`src/rtl/reg_cut_timeout.sv`:
```
// reg_cut_timeout: register-interface pipeline cut with a hung-slave timeout that forces an error response upstream.
package reg_pkg;
   typedef struct packed {
      logic        valid;
      logic        write;
      logic [3:0]  wstrb;
      logic [31:0] addr;
      logic [31:0] wdata;
   } reg_req_t;
   typedef struct packed {
      logic        error;
      logic        ready;
      logic [31:0] rdata;
   } reg_resp_t;
endpackage

module reg_cut_timeout #(
   parameter int unsigned TimeoutCycles = 256,
   parameter logic [31:0] ErrData       = 32'hBADCAB1E
) (
   input  logic                clk_i,
   input  logic                rst_i,
   input  reg_pkg::reg_req_t   up_req_i,
   output reg_pkg::reg_resp_t  up_rsp_o,
   output reg_pkg::reg_req_t   dn_req_o,
   input  reg_pkg::reg_resp_t  dn_rsp_i,
   output logic                busy_o,
   output logic                timeout_o,
   output logic [15:0]         timeout_cnt_o
);
   localparam int CW = TimeoutCycles == 0 ? 1 : $clog2(TimeoutCycles + 1);
   localparam logic [CW-1:0] LAST = CW'(TimeoutCycles == 0 ? 0 : TimeoutCycles - 1);
   localparam bit TIMED = TimeoutCycles != 0;
   typedef enum logic [1:0] {IDLE, FWD, RESP} state_t;
   state_t            state;
   reg_pkg::reg_req_t req_q;
   logic              rsp_err;
   logic [31:0]       rsp_data;
   logic [CW-1:0]     cnt;
   logic              expire;
   // a downstream ready in the expiry cycle wins over the timeout
   assign expire    = state == FWD && !dn_rsp_i.ready && TIMED && cnt == LAST;
   assign timeout_o = expire;
   assign busy_o    = state != IDLE;
   assign up_rsp_o  = state == RESP ? '{error: rsp_err, ready: 1'b1, rdata: rsp_data} : '0;
   always_comb begin
      dn_req_o       = req_q;
      dn_req_o.valid = state == FWD;
   end
   always_ff @(posedge clk_i) begin
      if (rst_i) begin
         state         <= IDLE;
         req_q         <= '0;
         rsp_err       <= 1'b0;
         rsp_data      <= '0;
         cnt           <= '0;
         timeout_cnt_o <= '0;
      end else begin
         case (state)
            IDLE: if (up_req_i.valid) begin
               req_q       <= up_req_i;
               req_q.valid <= 1'b0;
               cnt         <= '0;
               state       <= FWD;
            end
            FWD: begin
               cnt <= TIMED ? cnt + CW'(1) : '0;
               if (dn_rsp_i.ready) begin
                  rsp_err  <= dn_rsp_i.error;
                  rsp_data <= req_q.write ? '0 : dn_rsp_i.rdata;
                  state    <= RESP;
               end else if (expire) begin
                  rsp_err       <= 1'b1;
                  rsp_data      <= req_q.write ? '0 : ErrData;
                  timeout_cnt_o <= timeout_cnt_o + 16'(timeout_cnt_o != 16'hFFFF);
                  state         <= RESP;
               end
            end
            default: state <= IDLE;
         endcase
      end
   end
endmodule

```
`config.mk`:
```
export PLATFORM = sky130hd
export DESIGN_NAME = reg_cut_timeout
export DESIGN_NICKNAME = d
export VERILOG_FILES = /design/src/rtl/reg_cut_timeout.sv
export SDC_FILE = /design/constraint.sdc
export NUM_CORES = 1
export LEC_CHECK = 0
export BUFFER_PORTS_ARGS = -buffer_cell sky130_fd_sc_hd__buf_2
export CORE_MARGIN = 2
export CORE_UTILIZATION = 45
export CTS_CLUSTER_SIZE = 14
export DETAILED_ROUTE_END_ITERATION = 8
export PLACE_DENSITY = 0.77
export SYNTH_ARGS = -nofsm -noshare
export SYNTH_HDL_FRONTEND = slang
export SYNTH_SLANG_ARGS = --single-unit
```
`constraint.sdc`:
```
create_clock -name clk_i -period 2.9 [get_ports clk_i]
set_input_delay 0 -clock clk_i [delete_from_list [all_inputs] [get_ports clk_i]]
set_output_delay 0 -clock clk_i [all_outputs]
set_load 0.01 [all_outputs]
```
# Word level (Yosys, flattened, before mapping)
# Cells that the tools add are included.
word_totals:
  out_inout_bits: 122
  input_bits: 106
  word_cells: 43
  register_bits: 129
classes:
  n_reduce_logical: 12
  n_eq_ne: 6
  bitwise_logic: 1
  addsub: 2
  muxes: 13
ops:
  columns: ["cell", "count"]
  rows:
  - ["2-to-1 mux 32 bit", 4]
  - ["2-to-1 mux 34 bit", 1]
  - ["one-hot mux 9 bit (2 select lines)", 1]
  - ["adder 16 x 1 -> 16 bit", 1]
  - ["!= test 16 bit (second input constant)", 1]
  - ["adder 9 x 1 -> 9 bit (second input constant)", 1]
  - ["equality test 9 x 8 -> 1 bit (second input constant)", 1]
  - ["2-to-1 mux 9 bit", 1]
  - ["AND reduction 2 bit", 4]
  - ["2-to-1 mux 2 bit", 3]
  - ["nonzero test 2 bit", 3]
  - ["one-hot mux 2 bit (2 select lines)", 1]
  - ["!= test 3 x 1 -> 1 bit (second input constant)", 1]
  - ["AND reduction 3 bit", 1]
  - ["equality test 2 x 1 -> 1 bit (second input constant)", 1]
  - ["equality test 2 bit (second input constant)", 1]
  - ["logical AND 1 bit", 2]
  - ["zero test 2 bit", 1]
  - ["2-to-1 mux 1 bit", 2]
  - ["!= test 2 bit (second input constant)", 1]
  - ["zero test 1 bit", 1]
  - ["NOT 1 bit", 1]

# Logic depth before layout (Yosys ltp)
# Gate-level depths: netlist (run 1).
logic_depth:
  word_depth: 6
  ltp_mapped: 10
  depth_no_buf: 10

# Worst setup path after synthesis (run 1)
# OpenSTA, ideal clock, no wires.
synth_timing:
  kind: "register -> register"
  start: "register cnt[0]"
  end: "register timeout_cnt_o[12]"
  t_arrival_ns: 2.279
  stages_incl_launch_ff: 10
  path_buffers: 0
  slack_ns: 0.551
  setup_ns: 0.070
  t_required_ns: 2.830
  cell_sequence: "dfxtp_1 -> ha_1 -> and3_1 -> nand3_1 -> nor2_1 -> ha_1 -> nand4bb_4 -> or4_4 -> or3_1 -> a21oi_1"
synth_between:
  elab_chain_len: 3
synth_lines:
  columns: ["element", "line_no", "rtl"]
  rows:
  - ["start, declared", "39", "logic [CW-1:0] cnt;"]
  - ["start signal, assigned", "67", "cnt <= TIMED ? cnt + CW'(1) : '0;"]
  - ["equality test 9 x 8 -> 1 bit", "42", "assign expire = state == FWD && !dn_rsp_i.ready && TIMED && cnt == LAST;"]
  - ["logical AND 1 bit", "42", null]
  - ["AND reduction 3 bit (no line)", null, null]
  - ["end signal, assigned", "75", "timeout_cnt_o <= timeout_cnt_o + 16'(timeout_cnt_o != 16'hFFFF);"]
  - ["end, declared", "29", "output logic [15:0] timeout_cnt_o"]
# No other way between the ends.
# A chain may end at the register's enable or synchronous reset.

# Worst setup path after layout (run 1)
# Same ends and word-level chain as after synthesis.

==> results of run 1 <==
## worst min-delay path: stages
cell           delay (ns)
dlygate4sd3_1        0.52
buf_2                0.10
a22o_1               0.10
## what timing repair did
item | 4_1_cts | 5_1_grt
endpoints found under the hold margin | 105 | 0
setup endpoints to repair | 0 | 0
hold buffers | 105 | 0
## sequential cells by signal, indices dropped and copies added, names as in the netlist
register       flops
timeout_cnt_o     16
rsp_err            1
rsp_data          32
cnt                9
state              2
dn_req_o          69
## through the flow
step | instance area (sq um) | instances | total power, mW | hold WS (ns)
after floorplan | 4950 | 593 | 2.15 | 0.126
after global placement | 6200 | 929 | 2.33 | 0.210
after detailed placement | 6200 | 929 | 2.34 | 0.219
after CTS | 7860 | 1065 | 4.64 | 0.220
after global routing | 7860 | 1065 | 4.80 | 0.230
final | 7860 | 1065 | 4.63 | 0.241
## final cells by class
cell class	count	area [sq um]
fillers	709	2930
clock inverters	10	159
flip-flops and latches	129	2580
inverters	6	22.5
repair buffers	340	2270
well taps	140	175
clock buffers	21	449
multi-input cells	419	2200
## power by group
| part | internal (mW) | total [mW] | switching [mW] |
|---|---|---|---|
| sequential | 1.86 | 1.90 | 0.0476 |
| clock | 1.43 | 2.19 | 0.753 |
| combinational | 0.261 | 0.537 | 0.276 |
## kinds of logic after synthesis
kind of cell	count (synthesis)	share of synthesized area [%]
and+or+nand+nor	278	25.7
DFF	129	52.2
AOI/OAI and AO/OA	126	15.5
buffers and inverters	45	3.54
xor gates and xnor gates	8	1.42
adders and majority gates	4	1.01
muxes	3	0.682
## per-layer routing
layer | GRT usage (%) | wire length (um) | up-vias | part of all wire (%)
met2 | 46.6 | 8120 | 303 | 50
li1 | - | - | 2628 | -
met3 | 9.80 | 1460 | 44 | 8.9
met5 | 0 | 0 | - | 0
met4 | 11.3 | 437 | 0 | 2.7
met1 | 30.3 | 6310 | 2554 | 39
## how the worst min path moves through the flow
stage               cells past startpoint                        end          from
floorplan                               1   rsp_data[0]$_SDFFE_PP0P_   dn_rsp_i[0]
global placement                        2       rsp_err$_SDFFE_PP0P_         rst_i
detailed placement                      2   rsp_data[5]$_SDFFE_PP0P_   dn_rsp_i[5]
CTS                                     3  rsp_data[17]$_SDFFE_PP0P_  dn_rsp_i[17]
global route                            3   rsp_data[5]$_SDFFE_PP0P_   dn_rsp_i[5]
finish                                  3  rsp_data[17]$_SDFFE_PP0P_  dn_rsp_i[17]
## cell usage in the layout, fill, tap and decap left out, types with 3 or more instances in the layout
master / n
buf_2: 227
nand2_1: 153
dfxtp_1: 129
dlygate4sd3_1: 105
a21oi_1: 82
nor2_1: 45
and2_1: 33
o2bb2ai_1: 19
clkbuf_16: 16
a22o_1: 13
nand3_1: 10
inv_1: 6
buf_4: 6
and3_1: 5
or4_1: 5
o21ai_0: 5
xor2_1: 5
o31ai_1: 4
nor3_1: 4
nand4_1: 4
ha_1: 4
bufinv_16: 4
mux2_2: 3
xnor2_1: 3
clkbuf_8: 3
clkinv_2: 3
==> metrics.txt, run 1 <==
outcome completed; highest clock rate 382 MHz; DRT antenna net count 0; Post-CTS Setup Bufs 0; Final period util roughly nine tenths; post-synth top area share 52.2%; Ports 228; vias in the first global route 5475; TritonCTS clock tree built; Final GP Congestion 0.831; post-CTS sizing 0; Yosys Warn Count 0; Yosys top cell by area dfxtp_1; Worst-Skew Late Latency approximately 0.5 ns; MaxCap Viol Count 0; DP HPWL 9170 um; DRC viols 0; CP max-delay cell or4_4; Rel. slew slack 48.7%; Syn-to-layout area delta 58.8%; cell area after synthesis 4950 sq um; Die Wd 109 um; ys async rst share 0%; H-tree depth 4; CTS sink count 129; Die ar. between 10000 and 15000 sq um; Clock Path Buffers 2; routed vias between 5000 and 6000; PnR worst setup slack 0.283 ns; initial antenna violation count 0; Critical Path End timeout_cnt_o[12]$_SDFFE_PP0P_; post-synthesis cell type count 39; Synth Flop Type dfxtp_1; CP Buf/Inv Count 0; syn avg cell area 8.35 sq um; Core Util, Final between 70% and 80%; worst r2r src cnt[0]$_SDFFE_PP0P_; cell with the most instances after synthesis nand2_1; Final setup viols 0; Die Y about 110 um; Initial Util 45.9%; flops & latches, synth around 130; Register-to-Register Path Depth 9; Setup TNS Final 0 ns; Pleak 3.63 nW; Setup Crit Path Kind reg2reg; Worst Path Required roughly 3.3 ns; layout cells sized above 1 29.8%; Initial DRC Count 423; DR WL/cell ~15 um; Antenna diodes 0; RSZ-0062 raised after global routing false; Final Hold Vio Count 0; HP Class in2reg; flop-to-flop setup slack between 0.2 and 0.3 ns; Final min period 2.62 ns; Top delay family on crit path simple AND/OR/NAND/NOR gates; CP Cell Sequence ha_1, and3_1, nand3_1, nor2_1, ha_1, nand4bb_4, or4_4, or3_1, a21oi_1; final WL 16300 um; crit-path max cell delay 0.59 ns; Post-synth EDFFs 0; GRT Resource Usage Total 27.1%; worst reg2reg path endpoint timeout_cnt_o[12]$_SDFFE_PP0P_; crit path from cnt[0]$_SDFFE_PP0P_; Setup crit start kind flop; CP Capture Type flop; DRT Pass-1 Iters 5; Cell Pwr Density 589 nW/um^2; arrival time at the worst endpoint 3.04 ns; routed vias/inst about 5.2; clock-pin slew on the worst setup and hold paths about 0.060 ns; core region area 10800 sq um; row count 38; global-route wire length before repair 25300 um; Slew @ Worst Pin just under 0.8 ns; peak supply drop 0.336 mV; syn_nets 703; pin count of the biggest net entering global routing 71; CP most frequent cell ha_1; input/output buffers 227; clock root buffer clkbuf_8; total global routing overflow 0; CP max FO 5; Stages on worst setup path 9; Synth area leaders dfxtp_1 52%, nand2_1 12%, a21oi_1 8.3%; register area share after synthesis 52.2%; Layout Skew roughly 0.010 ns; list of most frequent post-synthesis cells 153 x nand2_1, 129 x dfxtp_1, 82 x a21oi_1; Num CTS Buffers 17; pre-CTS setup slack ~0.35 ns; Mapped Cells 593; fin. max-slew vios 0; Final #Nets 1023
(Power assumes the default switching activity.)
==> run 2: changes to the inputs <==
CAP_MARGIN = 25   (was unset)
CORE_ASPECT_RATIO = 1.1   (was unset)
CTS_CLUSTER_SIZE = unset   (was 14)
==> run 2 against run 1 <==
Clock-buffer cell count rose by 2. Hold slack got worse by 0.21 ns. Final cell count rose by 0.28%. Critical path type unchanged. Largest cell class unchanged. Largest power group unchanged.
==> metrics.txt, run 2 (synthesis results as in run 1) <==
outcome completed; Final #Nets 1021 (-0.20%); CP Cell Sequence ha_1, and3_1, nand3_1, nor2_1, ha_1, nand4bb_4, or4_4, or3_1, a21oi_1; Setup crit start kind flop; Worst-Skew Late Latency 0.40 ns (-0.11 ns); layout cells sized above 1 29.8% (-0.088 points); DR WL/cell 14.8 um (-3.2%); Flop pwr share 43.2% (+2.0 points); Rel. slew slack 51.3% (+2.6 points); H-tree depth 4 (unchanged); Layout Skew 0.00603 ns (-0.00445 ns); input/output buffers 227 (unchanged); arrival time at the worst endpoint 2.86 ns (-0.18 ns); Psw 1.04 mW (-3.3%); commonest non-fill, non-tap cell in the layout buf_2; global-route wire length before repair 25800 um (+1.6%); pre-CTS setup slack 0.401 ns (+0.0548 ns); Core Util, Final 71.9% (-0.89 points); clock-pin slew on the worst setup and hold paths 0.05 ns (about the same); Clock Path Buffers 2 (unchanged); final WL 15800 um (-3.0%); Final period util 87.5% (-2.7 points); vias in the first global route 5498 (+0.42%); Cell Pwr Density 566 nW/um^2 (-3.8%); Num CTS Buffers 17 (unchanged); Storage cell area 2580 sq um (unchanged); hold slack 0.0352 ns (-0.206 ns); row count 40 (+5.3%); CP Buf/Inv Count 0 (unchanged); flop-to-flop setup slack 0.36 ns (+0.08 ns); max reg flops 69 (unchanged); Final Cell Area 7780 sq um (-1.1%); CP max FO 5 (unchanged); Top delay family on crit path simple AND/OR/NAND/NOR gates; Worst Path Required 3.22 ns (-0.11 ns); Die Y 114 um (+4.7%); CP max-delay cell or4_4; clock root buffer clkbuf_16; peak supply drop 0.457 mV (+36%); Antenna diodes 0 (unchanged); DP HPWL 9140 um (-0.31%); Final setup viols 0 (unchanged); total global routing overflow 0 (unchanged); core region area 10800 sq um (+0.16%); DRC viols 0 (unchanged); GRT Resource Usage Total 26.7% (-0.38 points); total power 4.40 mW (-4.8%); Pleak 3.59 nW (-1.0%); initial antenna violation count 0 (unchanged); crit-path max cell delay 0.59 ns (about the same); Die Wd 104 um (-4.5%); combinational share of power 11.9% (+0.3 points); Setup TNS Final 0 ns (unchanged); highest clock rate 394 MHz (+3.1%); routed vias 5481 (-0.87%); Syn-to-layout area delta 57.1%; MaxCap Viol Count 0 (unchanged); Setup Crit Path Kind reg2reg; CTS sink count 129 (unchanged); Final GP Congestion 0.828 (-0.41%); CP Capture Type flop; area occupied by multi-input gates 2200 sq um (unchanged); Int Power 3.36 mW (-5.3%); Final Hold Vio Count 0 (unchanged); PnR worst setup slack 0.362 ns (+0.0791 ns); Inst Count DP 936 (+0.75%); fin cells 1068 (+0.28%); Post-DP Area 6200 sq um (about the same); fin. max-slew vios 0 (unchanged); DRT antenna net count 0 (unchanged); clock power share 44.9% (-2.3 points); Initial DRC Count 273 (-35%); TritonCTS clock tree built; Net Sw Frac 23.6% (+0.36 points); routed vias/inst 5.13 (-1.1%); HP Class in2reg; Slew @ Worst Pin 0.728 ns (-0.0406 ns); DRT Pass-1 Iters 5 (unchanged); fillers 810 (+14%); Initial Util 45.8% (-0.074 points); Die ar. 11900 sq um (about the same); Final min period 2.54 ns (-0.0791 ns); CP most frequent cell ha_1; RSZ-0062 raised after global routing false; pin count of the biggest net entering global routing 58 (-18%); Ports 228 (unchanged); most frequent cells in the layout 226 x buf_2, 153 x nand2_1, 129 x dfxtp_1, 103 x dlygate4sd3_1, 82 x a21oi_1
## run 2: timing repair
action | 4_1_cts | 5_1_grt
resized for setup | 0 | 0
setup buffers | 0 | 0
endpoints found under the hold margin | 103 | 0
hold buffers | 103 | 0
## run 2: final timing paths
path	start	cells past startpoint	to
max	cnt[0]$_SDFFE_PP0P_	9	timeout_cnt_o[12]$_SDFFE_PP0P_
min	rst_i	2	timeout_cnt_o[6]$_SDFFE_PP0P_
max reg2reg	cnt[0]$_SDFFE_PP0P_	9	timeout_cnt_o[12]$_SDFFE_PP0P_
min reg2reg	dn_req_o[27]$_SDFFE_PP0P_	2	dn_req_o[27]$_SDFFE_PP0P_
## run 2: power by group through the flow
stage / sequential (mW) / combinational, mW / clock [mW]
global placement: 1.93 / 0.389 / 0
floorplan: 1.96 / 0.186 / 0
CTS: 1.90 / 0.510 / 2.01
detailed placement: 1.94 / 0.401 / 0
finish: 1.90 / 0.524 / 1.98
global route: 1.91 / 0.572 / 2.08
## run 2: final cells by class
type	count	share of cell area [%]
sequential	129	33.2
timing repair buffer	338	28.8
multi-input combinational	419	28.3
clock buffer	23	6.27
tap	147	2.36
clock inverter	6	0.740
inverter	6	0.290
## run 2: layer usage
metal	track usage [%]	vias to the layer above	wire [um]
met5	0	-	0
met4	12.2	0	444
met3	8.06	46	1300
met2	48.3	250	8180
met1	28.9	2567	5920
li1	-	2618	-
